<file path="src/rtl/seq_gen.sv">
// Serial pattern transmitter: loads a parallel pattern over valid/ready
// and shifts it out MSB-first with repeat count and inter-repeat gap.
module seq_gen #(
  parameter int PAT_W = 8,
  parameter int LEN_W = 4,
  parameter int REP_W = 4,
  parameter int GAP_W = 4
) (
  input  logic             clk,
  input  logic             rst,
  input  logic             load_valid,
  output logic             load_ready,
  input  logic [PAT_W-1:0] pat_i,
  input  logic [LEN_W-1:0] len_i,
  input  logic [REP_W-1:0] rep_i,
  input  logic [GAP_W-1:0] gap_i,
  input  logic             abort_i,
  output logic             seq_out,
  output logic             seq_vld,
  output logic             busy,
  output logic             done_o
);

  typedef enum logic [1:0] {
    IDLE,
    SEND,
    GAP
  } state_t;

  localparam logic [LEN_W-1:0] LMAX = LEN_W'(PAT_W);

  state_t           state;
  logic [PAT_W-1:0] pat_r;
  logic [PAT_W-1:0] shreg;
  logic [LEN_W-1:0] len_r;
  logic [LEN_W-1:0] bit_cnt;
  logic [REP_W-1:0] rep_cnt;
  logic [GAP_W-1:0] gap_r;
  logic [GAP_W-1:0] gap_cnt;

  logic [LEN_W-1:0] eff_len;
  logic [REP_W-1:0] eff_rep;
  logic [PAT_W-1:0] aligned;

  // Left-align the active field so the first bit is always the MSB.
  always_comb begin
    eff_len = len_i;
    if (len_i == '0 || len_i > LMAX) eff_len = LMAX;
    eff_rep = rep_i;
    if (rep_i == '0) eff_rep = REP_W'(1);
    aligned = pat_i << (LMAX - eff_len);
  end

  assign load_ready = (state == IDLE);

  always_ff @(posedge clk or negedge rst) begin
    if (!rst) begin
      state   <= IDLE;
      pat_r   <= '0;
      shreg   <= '0;
      len_r   <= '0;
      bit_cnt <= '0;
      rep_cnt <= '0;
      gap_r   <= '0;
      gap_cnt <= '0;
      seq_out <= 1'b0;
      seq_vld <= 1'b0;
      busy    <= 1'b0;
      done_o  <= 1'b0;
    end else begin
      done_o <= 1'b0;
      case (state)
        IDLE: begin
          if (load_valid) begin
            pat_r   <= aligned;
            shreg   <= aligned << 1;
            len_r   <= eff_len;
            bit_cnt <= eff_len - 1'b1;
            rep_cnt <= eff_rep;
            gap_r   <= gap_i;
            seq_out <= aligned[PAT_W-1];
            seq_vld <= 1'b1;
            busy    <= 1'b1;
            state   <= SEND;
          end
        end
        SEND: begin
          if (abort_i) begin
            state   <= IDLE;
            seq_out <= 1'b0;
            seq_vld <= 1'b0;
            busy    <= 1'b0;
          end else if (bit_cnt != '0) begin
            bit_cnt <= bit_cnt - 1'b1;
            seq_out <= shreg[PAT_W-1];
            shreg   <= shreg << 1;
          end else if (rep_cnt > REP_W'(1)) begin
            rep_cnt <= rep_cnt - 1'b1;
            if (gap_r != '0) begin
              state   <= GAP;
              gap_cnt <= gap_r;
              seq_out <= 1'b0;
              seq_vld <= 1'b0;
            end else begin
              shreg   <= pat_r << 1;
              seq_out <= pat_r[PAT_W-1];
              bit_cnt <= len_r - 1'b1;
            end
          end else begin
            state   <= IDLE;
            done_o  <= 1'b1;
            seq_out <= 1'b0;
            seq_vld <= 1'b0;
            busy    <= 1'b0;
          end
        end
        GAP: begin
          if (abort_i) begin
            state   <= IDLE;
            seq_out <= 1'b0;
            seq_vld <= 1'b0;
            busy    <= 1'b0;
          end else if (gap_cnt > GAP_W'(1)) begin
            gap_cnt <= gap_cnt - 1'b1;
          end else begin
            state   <= SEND;
            shreg   <= pat_r << 1;
            seq_out <= pat_r[PAT_W-1];
            seq_vld <= 1'b1;
            bit_cnt <= len_r - 1'b1;
          end
        end
        default: state <= IDLE;
      endcase
    end
  end

endmodule

</file>
<file path="config.mk">
export PLATFORM = sky130hd
export DESIGN_NAME = seq_gen
export DESIGN_NICKNAME = d
export VERILOG_FILES = /design/src/rtl/seq_gen.sv
export SDC_FILE = /design/constraint.sdc
export NUM_CORES = 1
export LEC_CHECK = 0
export ABC_CLOCK_PERIOD_IN_PS = 6130
export CORE_MARGIN = 2
export CORE_UTILIZATION = 25
export DETAILED_ROUTE_END_ITERATION = 10
export SETUP_SLACK_MARGIN = 0.05
export SLEW_MARGIN = 40
export SYNTH_ARGS = -nofsm -noshare
export SYNTH_HDL_FRONTEND = slang
export SYNTH_SLANG_ARGS = --single-unit
export TNS_END_PERCENT = 100
</file>
<file path="constraint.sdc">
create_clock -name clk -period 6.13 [get_ports clk]
set_input_delay 1.226 -clock clk [delete_from_list [all_inputs] [get_ports clk]]
set_output_delay 1.226 -clock clk [all_outputs]
set_load 0.01 [all_outputs]
</file>
==> results of run 1 <==
==> layer usage <==
metal / GRT usage (%) / up-vias / share of wire (%)
li1: - / 1120 / -
met3: 2.17 / 5 / 5.1
met5: 0 / - / 0
met1: 16.9 / 1069 / 50
met2: 18.0 / 50 / 44
met4: 3.57 / 0 / 1.2
==> path summary, 6_finish.rpt <==
path,from,end,cells after the start
worst min-delay path,shreg[3],shreg[3],2
worst max register to register,state[1],shreg[7],7
worst min register to register,shreg[3],shreg[3],2
max in group asynchronous,rst,seq_out,1
worst max-delay path,len_i[0],seq_out,8
min in group asynchronous,rst,bit_cnt[1],1
==> kinds of logic (layout without fill, tap and decap cells) <==
family / Yosys count / count (layout) / share of synthesized area (%)
AO/OA/AOI/OAI: 86 / 86 / 21.0
XOR/XNOR: 4 / 4 / 1.57
buffers and inverters: 31 / 54 / 4.95
adder cells (fa/ha/maj): 12 / 12 / 5.56
flip-flops: 41 / 41 / 38.0
AND/OR/NAND/NOR: 99 / 99 / 17.5
multiplexers: 26 / 26 / 11.4
==> state kept, by name, summed over array words and instances, names as in the netlist <==
name and count:
gap_cnt 4, seq_out 1, done_o 1, rep_cnt 4, pat_r 8, len_r 4
bit_cnt 4, state 2, seq_vld 1, gap_r 4, shreg 7, busy 1
==> worst max-delay path, delay by kind of cell <==
family | cells | cell delay, ns
AND/OR/NAND/NOR | 1 | 0.58
AO/OA/AOI/OAI | 2 | 0.36
multiplexers | 1 | 0.60
buffers and inverters | 2 | 0.65
adder cells (fa/ha/maj) | 1 | 0.28
XOR/XNOR | 1 | 0.40
==> power by group through the flow <==
stage,registers (mW),logic (mW),clock network (mW)
floorplan,0.482,0.641,0
global placement,0.500,0.807,0
detailed placement,0.507,0.822,0
CTS,0.501,0.826,0.239
global route,0.518,0.929,0.251
finish,0.500,0.821,0.233
==> stage by stage <==
step	worst slack (ns)	cell area [sq um]	std cells	total power, mW
after global placement	2.05	3080	450	1.31
final	2.26	3210	458	1.55
after detailed placement	1.94	3090	450	1.33
after floorplan	3.00	2700	299	1.12
after global routing	2.05	3210	458	1.70
after CTS	2.25	3210	458	1.57
==> cell usage after synthesis (2+ instances only) <==
cell	instances	area share [%]
inv_1	15	2.1
a211o_1	3	0.97
nand3_1	2	0.37
nand2_1	48	6.7
mux2_2	9	3.8
buf_6	2	0.83
ha_1	12	5.6
clkbuf_1	9	1.2
a22o_1	3	0.97
or2_2	4	0.93
a211oi_1	3	0.83
nor2_1	14	1.9
nor4_1	2	0.46
a21oi_1	18	3.3
o41ai_1	2	0.65
xor2_1	2	0.65
a221oi_1	3	0.97
dfrtp_1	41	38
mux2i_1	14	5.2
nand2b_1	5	1.2
clkinv_1	2	0.28
nor3_1	13	2.4
o311ai_0	2	0.65
a22oi_1	2	0.56
o21ai_0	29	5.4
a32o_1	2	0.74
a221o_1	2	0.74
mux4_2	3	2.5
a31oi_1	4	0.93
buf_2	2	0.37
o31ai_1	4	1.1
nor2b_1	3	0.69
o211ai_1	2	0.56
==> area by class of cell <==
type / count / area [sq um] / area share, %
repair buffers: 28 / 278 / 8.66
well taps: 136 / 170 / 5.31
clock inverters: 2 / 37.5 / 1.17
inverters: 18 / 67.6 / 2.11
multi-input cells: 227 / 1550 / 48.2
clock buffers: 6 / 82.6 / 2.58
flip-flops and latches: 41 / 1030 / 32.0
==> metrics.txt, run 1 <==
# TYPE chip_impl_metric gauge
chip_impl_metric{name="internal-power",unit="mW"} 0.876
chip_impl_metric{name="report.final.hold_viol_count",unit=""} 0
chip_impl_metric{name="drt-initial-drc-count",unit=""} 101
chip_impl_metric{name="cts.sinks",unit=""} 41
chip_impl_metric{name="global_route.overflow_total",unit=""} 0
chip_impl_info{name="mostFrequentLayoutCell",value="nand2_1"} 1
chip_impl_metric{name="floorplan.core_area",unit="sq um"} 10400
chip_impl_metric{name="ys_ff_latch",unit=""} 41
chip_impl_metric{name="detail_route.vias_per_cell",unit=""} 4.90
chip_impl_metric{name="die_w",unit="microns"} 108
chip_impl_metric{name="layout-drive-gt1-share",unit="%"} 10.2
chip_impl_metric{name="wl_per_cell",unit="microns"} 14.1
chip_impl_metric{name="cts_max_path_buffers",unit=""} 2
chip_impl_metric{name="setup_tns",unit="ns"} 0
chip_impl_metric{name="ys_async_sr_fraction",unit="%"} 100
chip_impl_metric{name="required",unit="ns"} 6.35
chip_impl_metric{name="clock_transition_at_the_registers_of_the_reported_paths",unit="ns"} 0.08
chip_impl_metric{name="comb_power_share",unit="%"} 52.9
chip_impl_metric{name="finalClockSkew",unit="ns"} 0.00811
chip_impl_metric{name="critPathMaxFanout",unit=""} 8
chip_impl_metric{name="post_cts_gate_resize_count",unit=""} 0
chip_impl_metric{name="swShare",unit="%"} 43.6
chip_impl_metric{name="drcViolationCount",unit=""} 0
chip_impl_metric{name="grt_pass1_vias",unit=""} 2143
chip_impl_metric{name="synth-warning-count",unit=""} 0
chip_impl_metric{name="grt_first_pass_wirelength",unit="microns"} 10900
chip_impl_metric{name="die_area",unit="sq um"} 11700
chip_impl_metric{name="grtUsageTotal",unit="%"} 11.8
chip_impl_metric{name="timing_worst_slew_pin_value",unit="ns"} 0.794
chip_impl_metric{name="finalWeightedCongestion",unit=""} 0.829
chip_impl_info{name="tritoncts",value="yes"} 1
chip_impl_metric{name="vdd.ir_drop.worst",unit="mV"} 0.124
chip_impl_metric{name="antenna_left",unit=""} 0
chip_impl_metric{name="floorplan.initialDensity",unit="%"} 25.9
chip_impl_metric{name="totalWireLength",unit="microns"} 6440
chip_impl_metric{name="final_max_slew_viol_count",unit=""} 0
chip_impl_metric{name="cellLeakagePower",unit="nW"} 1.34
chip_impl_info{name="cpMaxStageDelayCell",value="mux4_2"} 1
chip_impl_metric{name="synth_enable_flop_cells",unit=""} 0
chip_impl_metric{name="cts-buffers-inserted",unit=""} 5
chip_impl_info{name="critical_path.startpoint_type",value="input port"} 1
chip_impl_metric{name="ys_types",unit=""} 51
chip_impl_metric{name="worst-endpoint-arrival",unit="ns"} 4.09
chip_impl_metric{name="timing.final.crit_period",unit="ns"} 3.87
chip_impl_metric{name="final_nets",unit=""} 357
chip_impl_metric{name="share_clk_of_total_power",unit="%"} 15.0
chip_impl_metric{name="design.portCount",unit=""} 29
chip_impl_metric{name="max_stage_delay",unit="ns"} 0.60
chip_impl_metric{name="dpl.hpwl",unit="microns"} 4610
chip_impl_info{name="cp_cell_sequence",value="clkdlybuf4s50_1, nor2b_1, inv_2, ha_1, xor2_2, mux4_2, a32o_1, o21ai_0"} 1
chip_impl_metric{name="fin_util",unit="%"} 30.8
chip_impl_metric{name="r2r_setup_slack",unit="ns"} 3.17
chip_impl_info{name="timing.critical_path.to_type",value="flop"} 1
chip_impl_metric{name="num-fill-cells",unit=""} 1099
chip_impl_metric{name="clock_tree.htree_level_count",unit=""} 2
chip_impl_metric{name="max_slew_margin",unit="%"} 47.1
chip_impl_info{name="rsz0062_at_grt",value="no"} 1
chip_impl_metric{name="antenna_cells",unit=""} 0
chip_impl_metric{name="post_cts_buffers",unit=""} 0
chip_impl_metric{name="syn-num-nets",unit=""} 335
chip_impl_metric{name="timing.hold.ws",unit="ns"} 0.486
chip_impl_metric{name="max_freq",unit="MHz"} 258
chip_impl_metric{name="setup_viol",unit=""} 0
chip_impl_metric{name="post-route-period-util",unit="%"} 63.2
chip_impl_metric{name="cts_hold_buf",unit=""} 0
chip_impl_metric{name="insertion_delay",unit="ns"} 0.30
chip_impl_metric{name="largest_net_degree_at_the_start_of_global_routing",unit=""} 42
chip_impl_metric{name="power_switching",unit="mW"} 0.677
chip_impl_info{name="worst_hold_path_type",value="reg -> reg"} 1
chip_impl_metric{name="port_buffers",unit=""} 28
chip_impl_metric{name="cap_violations",unit=""} 0
chip_impl_info{name="cts_root_buf",value="clkbuf_8"} 1
chip_impl_metric{name="syn_avg_cell_area",unit="sq um"} 9.04
chip_impl_metric{name="sequentialPowerShare",unit="%"} 32.2
chip_impl_metric{name="antenna_found_initial",unit=""} 0
chip_impl_metric{name="synth_seq_area_share",unit="%"} 38.0
chip_impl_info{name="commonest_cells_after_routing_fill_and_taps_aside",value="47 x nand2_1, 41 x dfrtp_1, 29 x o21ai_0"} 1
chip_impl_metric{name="flow.area_growth_from_synthesis",unit="%"} 18.7
chip_impl_metric{name="chipHeight",unit="microns"} 108
chip_impl_info{name="run_status",value="finished, final reports clean"} 1
chip_impl_metric{name="total_via_count_in_the_routed_design",unit=""} 2244
chip_impl_metric{name="row_count",unit=""} 37
chip_impl_metric{name="number_of_standard_cells_after_synthesis",unit=""} 299
chip_impl_info{name="criticalPathCategory",value="in -> reg"} 1
chip_impl_info{name="dominantRegCellSynth",value="dfrtp_1"} 1
chip_impl_metric{name="drt-pass1-iter-count",unit=""} 4
chip_impl_metric{name="power_per_cell_area",unit="nW/um^2"} 485
chip_impl_metric{name="syn-cell-area",unit="sq um"} 2700
Note: power is estimated with default switching activity, not from simulation.
==> run 2: changes to the inputs <==
--- a/config.mk
+++ b/config.mk
@@ -5,7 +5,7 @@
 export SDC_FILE = /design/constraint.sdc
 export NUM_CORES = 1
 export LEC_CHECK = 0
-export ABC_CLOCK_PERIOD_IN_PS = 6130
+export ABC_CLOCK_PERIOD_IN_PS = 3870
 export CORE_MARGIN = 2
 export CORE_UTILIZATION = 25
 export DETAILED_ROUTE_END_ITERATION = 10
==> constraint.sdc (replaced) <==
create_clock -name clk -period 3.87 [get_ports clk]
set_input_delay 0.774 -clock clk [delete_from_list [all_inputs] [get_ports clk]]
set_output_delay 0.774 -clock clk [all_outputs]
set_load 0.01 [all_outputs]
==> run 2 against run 1 <==
Net effect: first-iteration DRC count grew 3.0%; count of clock-buffer cells in the layout is the same; final cell count grew 0.87%; die area is the same; register-to-register slack lost 1.8 ns; worst hold slack lost 0.031 ns; critical path type unchanged; critical endpoint unchanged; largest cell class unchanged; largest power group unchanged.
==> metrics.txt, run 2 (synthesis gave the netlist of run 1 again) <==
# TYPE chip_impl_metric gauge
chip_impl_info{name="criticalPathCategory",value="in -> reg"} 1
chip_impl_metric{name="vdd.ir_drop.worst",unit="mV"} 0.208
chip_impl_metric{name="die_area",unit="sq um"} 11700
chip_impl_metric{name="grt_pass1_vias",unit=""} 2216
chip_impl_metric{name="grt_first_pass_wirelength",unit="microns"} 11100
chip_impl_metric{name="global_route.overflow_total",unit=""} 0
chip_impl_metric{name="dpl.hpwl",unit="microns"} 4840
chip_impl_metric{name="drcViolationCount",unit=""} 0
chip_impl_metric{name="timing_worst_slew_pin_value",unit="ns"} 0.553
chip_impl_metric{name="cts_max_path_buffers",unit=""} 2
chip_impl_metric{name="setup_tns",unit="ns"} 0
chip_impl_info{name="regToRegEndpoint",value="state[1]"} 1
chip_impl_metric{name="max_freq",unit="MHz"} 346
chip_impl_metric{name="cts_hold_buf",unit=""} 0
chip_impl_metric{name="post-place-cells",unit=""} 454
chip_impl_info{name="run_status",value="finished, final reports clean"} 1
chip_impl_metric{name="critPathMaxFanout",unit=""} 8
chip_impl_metric{name="wl_met1",unit="microns"} 3350
chip_impl_metric{name="dp_worst_setup_slack",unit="ns"} 0.663
chip_impl_metric{name="drt-pass1-iter-count",unit=""} 4
chip_impl_metric{name="antenna_cells",unit=""} 0
chip_impl_info{name="critical_path.startpoint_type",value="input port"} 1
chip_impl_metric{name="insertion_delay",unit="ns"} 0.30
chip_impl_metric{name="floorplan.core_area",unit="sq um"} 10400
chip_impl_metric{name="required",unit="ns"} 4.10
chip_impl_metric{name="chipHeight",unit="microns"} 108
chip_impl_metric{name="r2r_setup_slack",unit="ns"} 1.36
chip_impl_metric{name="max_slew_margin",unit="%"} 62.8
chip_impl_metric{name="instances_no_fill",unit=""} 462
chip_impl_info{name="timing.critical_path.to_type",value="flop"} 1
chip_impl_metric{name="die_w",unit="microns"} 108
chip_impl_metric{name="post_cts_buffers",unit=""} 0
chip_impl_metric{name="wl_met2",unit="microns"} 2920
chip_impl_metric{name="post_cts_gate_resize_count",unit=""} 0
chip_impl_metric{name="total_via_count_in_the_routed_design",unit=""} 2260
chip_impl_metric{name="finalWeightedCongestion",unit=""} 0.780
chip_impl_metric{name="wl_per_cell",unit="microns"} 14.4
chip_impl_metric{name="final_max_slew_viol_count",unit=""} 0
chip_impl_metric{name="wl_met3",unit="microns"} 279
chip_impl_metric{name="setup_viol",unit=""} 0
chip_impl_metric{name="row_count",unit=""} 37
chip_impl_metric{name="detail_route.vias_per_cell",unit=""} 4.89
chip_impl_metric{name="cap_violations",unit=""} 0
chip_impl_info{name="worst_hold_path_type",value="in -> async"} 1
chip_impl_metric{name="final_nets",unit=""} 361
chip_impl_metric{name="worst-endpoint-arrival",unit="ns"} 3.12
chip_impl_metric{name="largest_net_degree_at_the_start_of_global_routing",unit=""} 42
chip_impl_metric{name="antenna_found_initial",unit=""} 0
chip_impl_metric{name="totalWireLength",unit="microns"} 6640
chip_impl_metric{name="finalClockSkew",unit="ns"} 0.00798
chip_impl_metric{name="cts-buffers-inserted",unit=""} 5
chip_impl_info{name="rsz0062_at_grt",value="no"} 1
chip_impl_metric{name="post-route-period-util",unit="%"} 74.7
chip_impl_info{name="commonest_cells_after_routing_fill_and_taps_aside",value="47 x nand2_1, 41 x dfrtp_1, 29 x o21ai_0"} 1
chip_impl_metric{name="grtUsageTotal",unit="%"} 12.1
chip_impl_metric{name="fin_ws",unit="ns"} 0.979
chip_impl_info{name="cts_root_buf",value="clkbuf_8"} 1
chip_impl_metric{name="layout-drive-gt1-share",unit="%"} 11.0
chip_impl_metric{name="design.portCount",unit=""} 29
chip_impl_metric{name="power_per_cell_area",unit="nW/um^2"} 756
chip_impl_info{name="top_layer",value="met4"} 1
chip_impl_metric{name="timing.final.crit_period",unit="ns"} 2.89
chip_impl_metric{name="flow.area_growth_from_synthesis",unit="%"} 18.6
chip_impl_metric{name="largest_reg_flops",unit=""} 8
chip_impl_metric{name="clock_tree.htree_level_count",unit=""} 2
chip_impl_metric{name="cts.sinks",unit=""} 41
chip_impl_metric{name="port_buffers",unit=""} 28
chip_impl_info{name="reg2reg_start",value="state[0]"} 1
chip_impl_info{name="tritoncts",value="yes"} 1
chip_impl_metric{name="floorplan.initialDensity",unit="%"} 25.9
chip_impl_info{name="mostFrequentLayoutCell",value="nand2_1"} 1
chip_impl_metric{name="r2r.worst_path.cells",unit=""} 8
chip_impl_metric{name="report.final.hold_viol_count",unit=""} 0
chip_impl_metric{name="cellLeakagePower",unit="nW"} 1.34
chip_impl_metric{name="drt-initial-drc-count",unit=""} 104
chip_impl_metric{name="antenna_left",unit=""} 0
chip_impl_metric{name="clock_transition_at_the_registers_of_the_reported_paths",unit="ns"} 0.09
chip_impl_info{name="largestRegisters",value="pat_r (8), shreg (7)"} 1
chip_impl_info{name="registers.top_by_ff_count",value="pat_r"} 1
## run 2: final cells by class
cell class,instances,area [sq um]
flip-flops and latches,41,1030
fillers,1126,7210
repair buffers,32,308
well taps,136,170
clock buffers,6,72.6
inverters,18,67.6
clock inverters,2,15.0
multi-input cells,227,1550
## run 2: where the power goes
part	leakage, nW	switching [mW]	total (mW)	internal, mW
registers	0.510	0.168	0.796	0.628
logic	0.788	0.765	1.33	0.568
clock network	0.0374	0.165	0.292	0.127
## run 2: worst max path at each step
stage | from | cells after the start | end | slack, ns
global placement | len_i[0] | 8 | seq_out | 0.73
finish | len_i[0] | 8 | seq_out | 0.98
floorplan | len_i[0] | 8 | seq_out | 1.19
detailed placement | len_i[0] | 8 | seq_out | 0.66
global route | len_i[0] | 8 | seq_out | 0.83
CTS | len_i[0] | 8 | seq_out | 0.98
## run 2: critical path, stage by stage
cell and delay [ns]:
clkdlybuf4s50_1 0.47, nor2b_1 0.19, inv_2 0.10, ha_1 0.24
xor2_2 0.40, mux4_2 0.59, a32o_1 0.22, o21ai_0 0.14
## run 2: stage by stage
step / instance area (sq um) / util (%) / hold WS, ns / power [mW]
floorplan: 2700 / - / 0.443 / 1.78
global placement: 3110 / 29.9 / 0.461 / 2.09
detailed placement: 3120 / 29.9 / 0.469 / 2.13
CTS: 3200 / 30.8 / 0.475 / 2.43
global route: 3200 / 30.8 / 0.495 / 2.65
finish: 3200 / 30.8 / 0.455 / 2.42
## run 2: per-layer routing
| layer | GRT usage, % | vias to the layer above |
|---|---|---|
| li1 | - | 1130 |
| met1 | 16.9 | 1072 |
| met2 | 19.1 | 51 |
| met3 | 1.99 | 7 |
| met4 | 4.30 | 0 |
| met5 | 0 | - |
==> run 3: changes to the inputs <==
--- a/config.mk
+++ b/config.mk
@@ -5,7 +5,7 @@
 export SDC_FILE = /design/constraint.sdc
 export NUM_CORES = 1
 export LEC_CHECK = 0
-export ABC_CLOCK_PERIOD_IN_PS = 3870
+export ABC_CLOCK_PERIOD_IN_PS = 2800
 export CORE_MARGIN = 2
 export CORE_UTILIZATION = 25
 export DETAILED_ROUTE_END_ITERATION = 10
==> constraint.sdc (replaced) <==
create_clock -name clk -period 2.8 [get_ports clk]
set_input_delay 0.56 -clock clk [delete_from_list [all_inputs] [get_ports clk]]
set_output_delay 0.56 -clock clk [all_outputs]
set_load 0.01 [all_outputs]
==> run 3 against run 2 <==
Net effect: sequential share of layout area decreased by 1.3 points; final cell count increased by 3.2%; via count increased by 2.7%; global-route usage increased by 0.23 points; utilization increased by 1.3 points; first-iteration DRC count increased by 75%; count of clock-buffer cells in the layout unchanged; non-clock buffer count increased by 15; largest cell class unchanged.
==> metrics.txt, run 3 (synthesis gave the netlist of run 1 again) <==
# TYPE chip_impl_metric gauge
chip_impl_metric{name="global_route.overflow_total",unit=""} 0
chip_impl_metric{name="die_area",unit="sq um"} 11700
chip_impl_metric{name="cts.sinks",unit=""} 41
chip_impl_metric{name="layout-drive-gt1-share",unit="%"} 14.7
chip_impl_metric{name="clock_tree.htree_level_count",unit=""} 2
chip_impl_metric{name="vdd.ir_drop.worst",unit="mV"} 0.304
chip_impl_info{name="tritoncts",value="yes"} 1
chip_impl_metric{name="detail_route.vias_per_cell",unit=""} 4.87
chip_impl_metric{name="port_buffers",unit=""} 28
chip_impl_metric{name="required",unit="ns"} 2.96
chip_impl_metric{name="timing.hold.ws",unit="ns"} 0.241
chip_impl_metric{name="finalClockSkew",unit="ns"} 0.00866
chip_impl_info{name="worst_hold_path_type",value="in -> async"} 1
chip_impl_metric{name="die_w",unit="microns"} 108
chip_impl_metric{name="fin_ws",unit="ns"} 0.391
chip_impl_metric{name="grtUsageTotal",unit="%"} 12.4
chip_impl_metric{name="fin_util",unit="%"} 32.0
chip_impl_metric{name="dpl.hpwl",unit="microns"} 4910
chip_impl_metric{name="post_cts_buffers",unit=""} 0
chip_impl_metric{name="max_slew_margin",unit="%"} 62.5
chip_impl_metric{name="finalWeightedCongestion",unit=""} 0.780
chip_impl_metric{name="setup_tns",unit="ns"} 0
chip_impl_metric{name="flow.area_growth_from_synthesis",unit="%"} 23.5
chip_impl_metric{name="antenna_found_initial",unit=""} 0
chip_impl_metric{name="drcViolationCount",unit=""} 0
chip_impl_metric{name="grt_pass1_vias",unit=""} 2301
chip_impl_metric{name="grt_first_pass_wirelength",unit="microns"} 11500
chip_impl_metric{name="max_freq",unit="MHz"} 415
chip_impl_info{name="rsz0062_at_grt",value="no"} 1
chip_impl_info{name="registers.top_by_ff_count",value="pat_r"} 1
chip_impl_metric{name="chipHeight",unit="microns"} 108
chip_impl_metric{name="row_count",unit=""} 37
chip_impl_info{name="cts_root_buf",value="clkbuf_8"} 1
chip_impl_metric{name="post-route-period-util",unit="%"} 86.0
chip_impl_info{name="critical_path.startpoint_type",value="flop"} 1
chip_impl_metric{name="design.portCount",unit=""} 29
chip_impl_metric{name="final_nets",unit=""} 376
chip_impl_metric{name="r2r_setup_slack",unit="ns"} 0.39
chip_impl_metric{name="dp_worst_setup_slack",unit="ns"} 0.0604
chip_impl_metric{name="critPathMaxFanout",unit=""} 12
chip_impl_metric{name="cts_max_path_buffers",unit=""} 2
chip_impl_metric{name="wl_per_cell",unit="microns"} 13.8
chip_impl_metric{name="largest_net_degree_at_the_start_of_global_routing",unit=""} 42
chip_impl_info{name="commonest_cells_after_routing_fill_and_taps_aside",value="48 x nand2_1, 41 x dfrtp_1, 29 x o21ai_0"} 1
chip_impl_metric{name="setup_viol",unit=""} 0
chip_impl_metric{name="report.final.hold_viol_count",unit=""} 0
chip_impl_metric{name="post-place-cells",unit=""} 469
chip_impl_metric{name="floorplan.core_area",unit="sq um"} 10400
chip_impl_info{name="cp_cell_sequence",value="inv_1, ha_1, or3b_4, buf_4, a211oi_1, o221ai_2, a211oi_1, a21oi_1"} 1
chip_impl_metric{name="cap_violations",unit=""} 0
chip_impl_metric{name="power_per_cell_area",unit="nW/um^2"} 1050
chip_impl_metric{name="cellLeakagePower",unit="nW"} 1.43
chip_impl_metric{name="totalWireLength",unit="microns"} 6580
chip_impl_info{name="run_status",value="finished, final reports clean"} 1
chip_impl_info{name="timing.critical_path.mode_cell",value="a211oi_1"} 1
chip_impl_metric{name="timing.final.crit_period",unit="ns"} 2.41
chip_impl_metric{name="antenna_cells",unit=""} 0
chip_impl_metric{name="clock_transition_at_the_registers_of_the_reported_paths",unit="ns"} 0.09
chip_impl_metric{name="timing_worst_slew_pin_value",unit="ns"} 0.563
chip_impl_metric{name="post_cts_gate_resize_count",unit=""} 0
chip_impl_info{name="criticalPathCategory",value="reg -> reg"} 1
chip_impl_info{name="cpMaxStageDelayCell",value="dfrtp_1"} 1
chip_impl_metric{name="floorplan.initialDensity",unit="%"} 25.9
chip_impl_info{name="timing.critical_path.to_type",value="flop"} 1
chip_impl_metric{name="cts_hold_buf",unit=""} 0
chip_impl_metric{name="total_via_count_in_the_routed_design",unit=""} 2321
chip_impl_metric{name="final_max_slew_viol_count",unit=""} 0
chip_impl_metric{name="cts-buffers-inserted",unit=""} 5
chip_impl_info{name="mostFrequentLayoutCell",value="nand2_1"} 1
chip_impl_metric{name="largest_reg_flops",unit=""} 8
chip_impl_metric{name="antenna_left",unit=""} 0
chip_impl_metric{name="insertion_delay",unit="ns"} 0.30
chip_impl_metric{name="instances_no_fill",unit=""} 477
chip_impl_metric{name="worst-endpoint-arrival",unit="ns"} 2.57
chip_impl_info{name="largestRegisters",value="pat_r (8), shreg (7)"} 1
chip_impl_metric{name="max_stage_delay",unit="ns"} 0.41
chip_impl_metric{name="drt-initial-drc-count",unit=""} 182
chip_impl_metric{name="drt-pass1-iter-count",unit=""} 4
[run 3: cell types whose count changed in the layout (fill, tap and decap cells not counted)]
cell,previous run,this run
nand2_1,47,48
buf_4,5,20
clkinv_4,0,1
bufinv_16,0,1
nand2_2,1,0
clkinvlp_4,2,0
[run 3: final timing paths]
| check | startpoint | to | depth (start not counted) |
|---|---|---|---|
| min in group clk | pat_r[0] | pat_r[0] | 2 |
| max reg2reg | bit_cnt[0] | gap_cnt[1] | 8 |
| min | rst | bit_cnt[0] | 1 |
| min reg2reg | pat_r[0] | pat_r[0] | 2 |
| max | bit_cnt[0] | gap_cnt[1] | 8 |
| max in group asynchronous | rst | pat_r[0] | 1 |
[run 3: layout make-up]
| type | instances | area [sq um] |
|---|---|---|
| Fill cell | 1096 | 7080 |
| Multi-Input combinational cell | 227 | 1540 |
| Sequential cell | 41 | 1030 |
| Timing Repair Buffer | 47 | 420 |
| Tap cell | 136 | 170 |
| Clock buffer | 6 | 72.6 |
| Inverter | 18 | 67.6 |
| Clock inverter | 2 | 38.8 |
[run 3: stage by stage]
| stage | cell area [sq um] | total power [mW] |
|---|---|---|
| after global placement | 3220 | 3.00 |
| after floorplan | 2700 | 2.46 |
| after global routing | 3340 | 3.87 |
| after detailed placement | 3230 | 3.05 |
| final | 3340 | 3.51 |
| after CTS | 3340 | 3.54 |
[run 3: where the power goes]
group          internal, mW  switching, mW
Clock                 0.268          0.214
Combinational         0.871           1.06
Sequential            0.869          0.229
[run 3: critical path, delay by kind of cell, from the launching register on]
| kind | cells | cell delay [ns] |
|---|---|---|
| compound gates | 4 | 0.93 |
| fa+ha+maj | 1 | 0.21 |
| buf+inv | 2 | 0.33 |
| flops | 1 | 0.41 |
| simple gates | 1 | 0.40 |
[run 3: layer usage]
metal / vias up / wire length, microns / global-route usage, %
li1: 1156 / - / -
met1: 1099 / 3240 / 17.8
met2: 61 / 2940 / 19.2
met3: 5 / 332 / 1.75
met4: 0 / 72 / 3.85
met5: - / 0 / 0
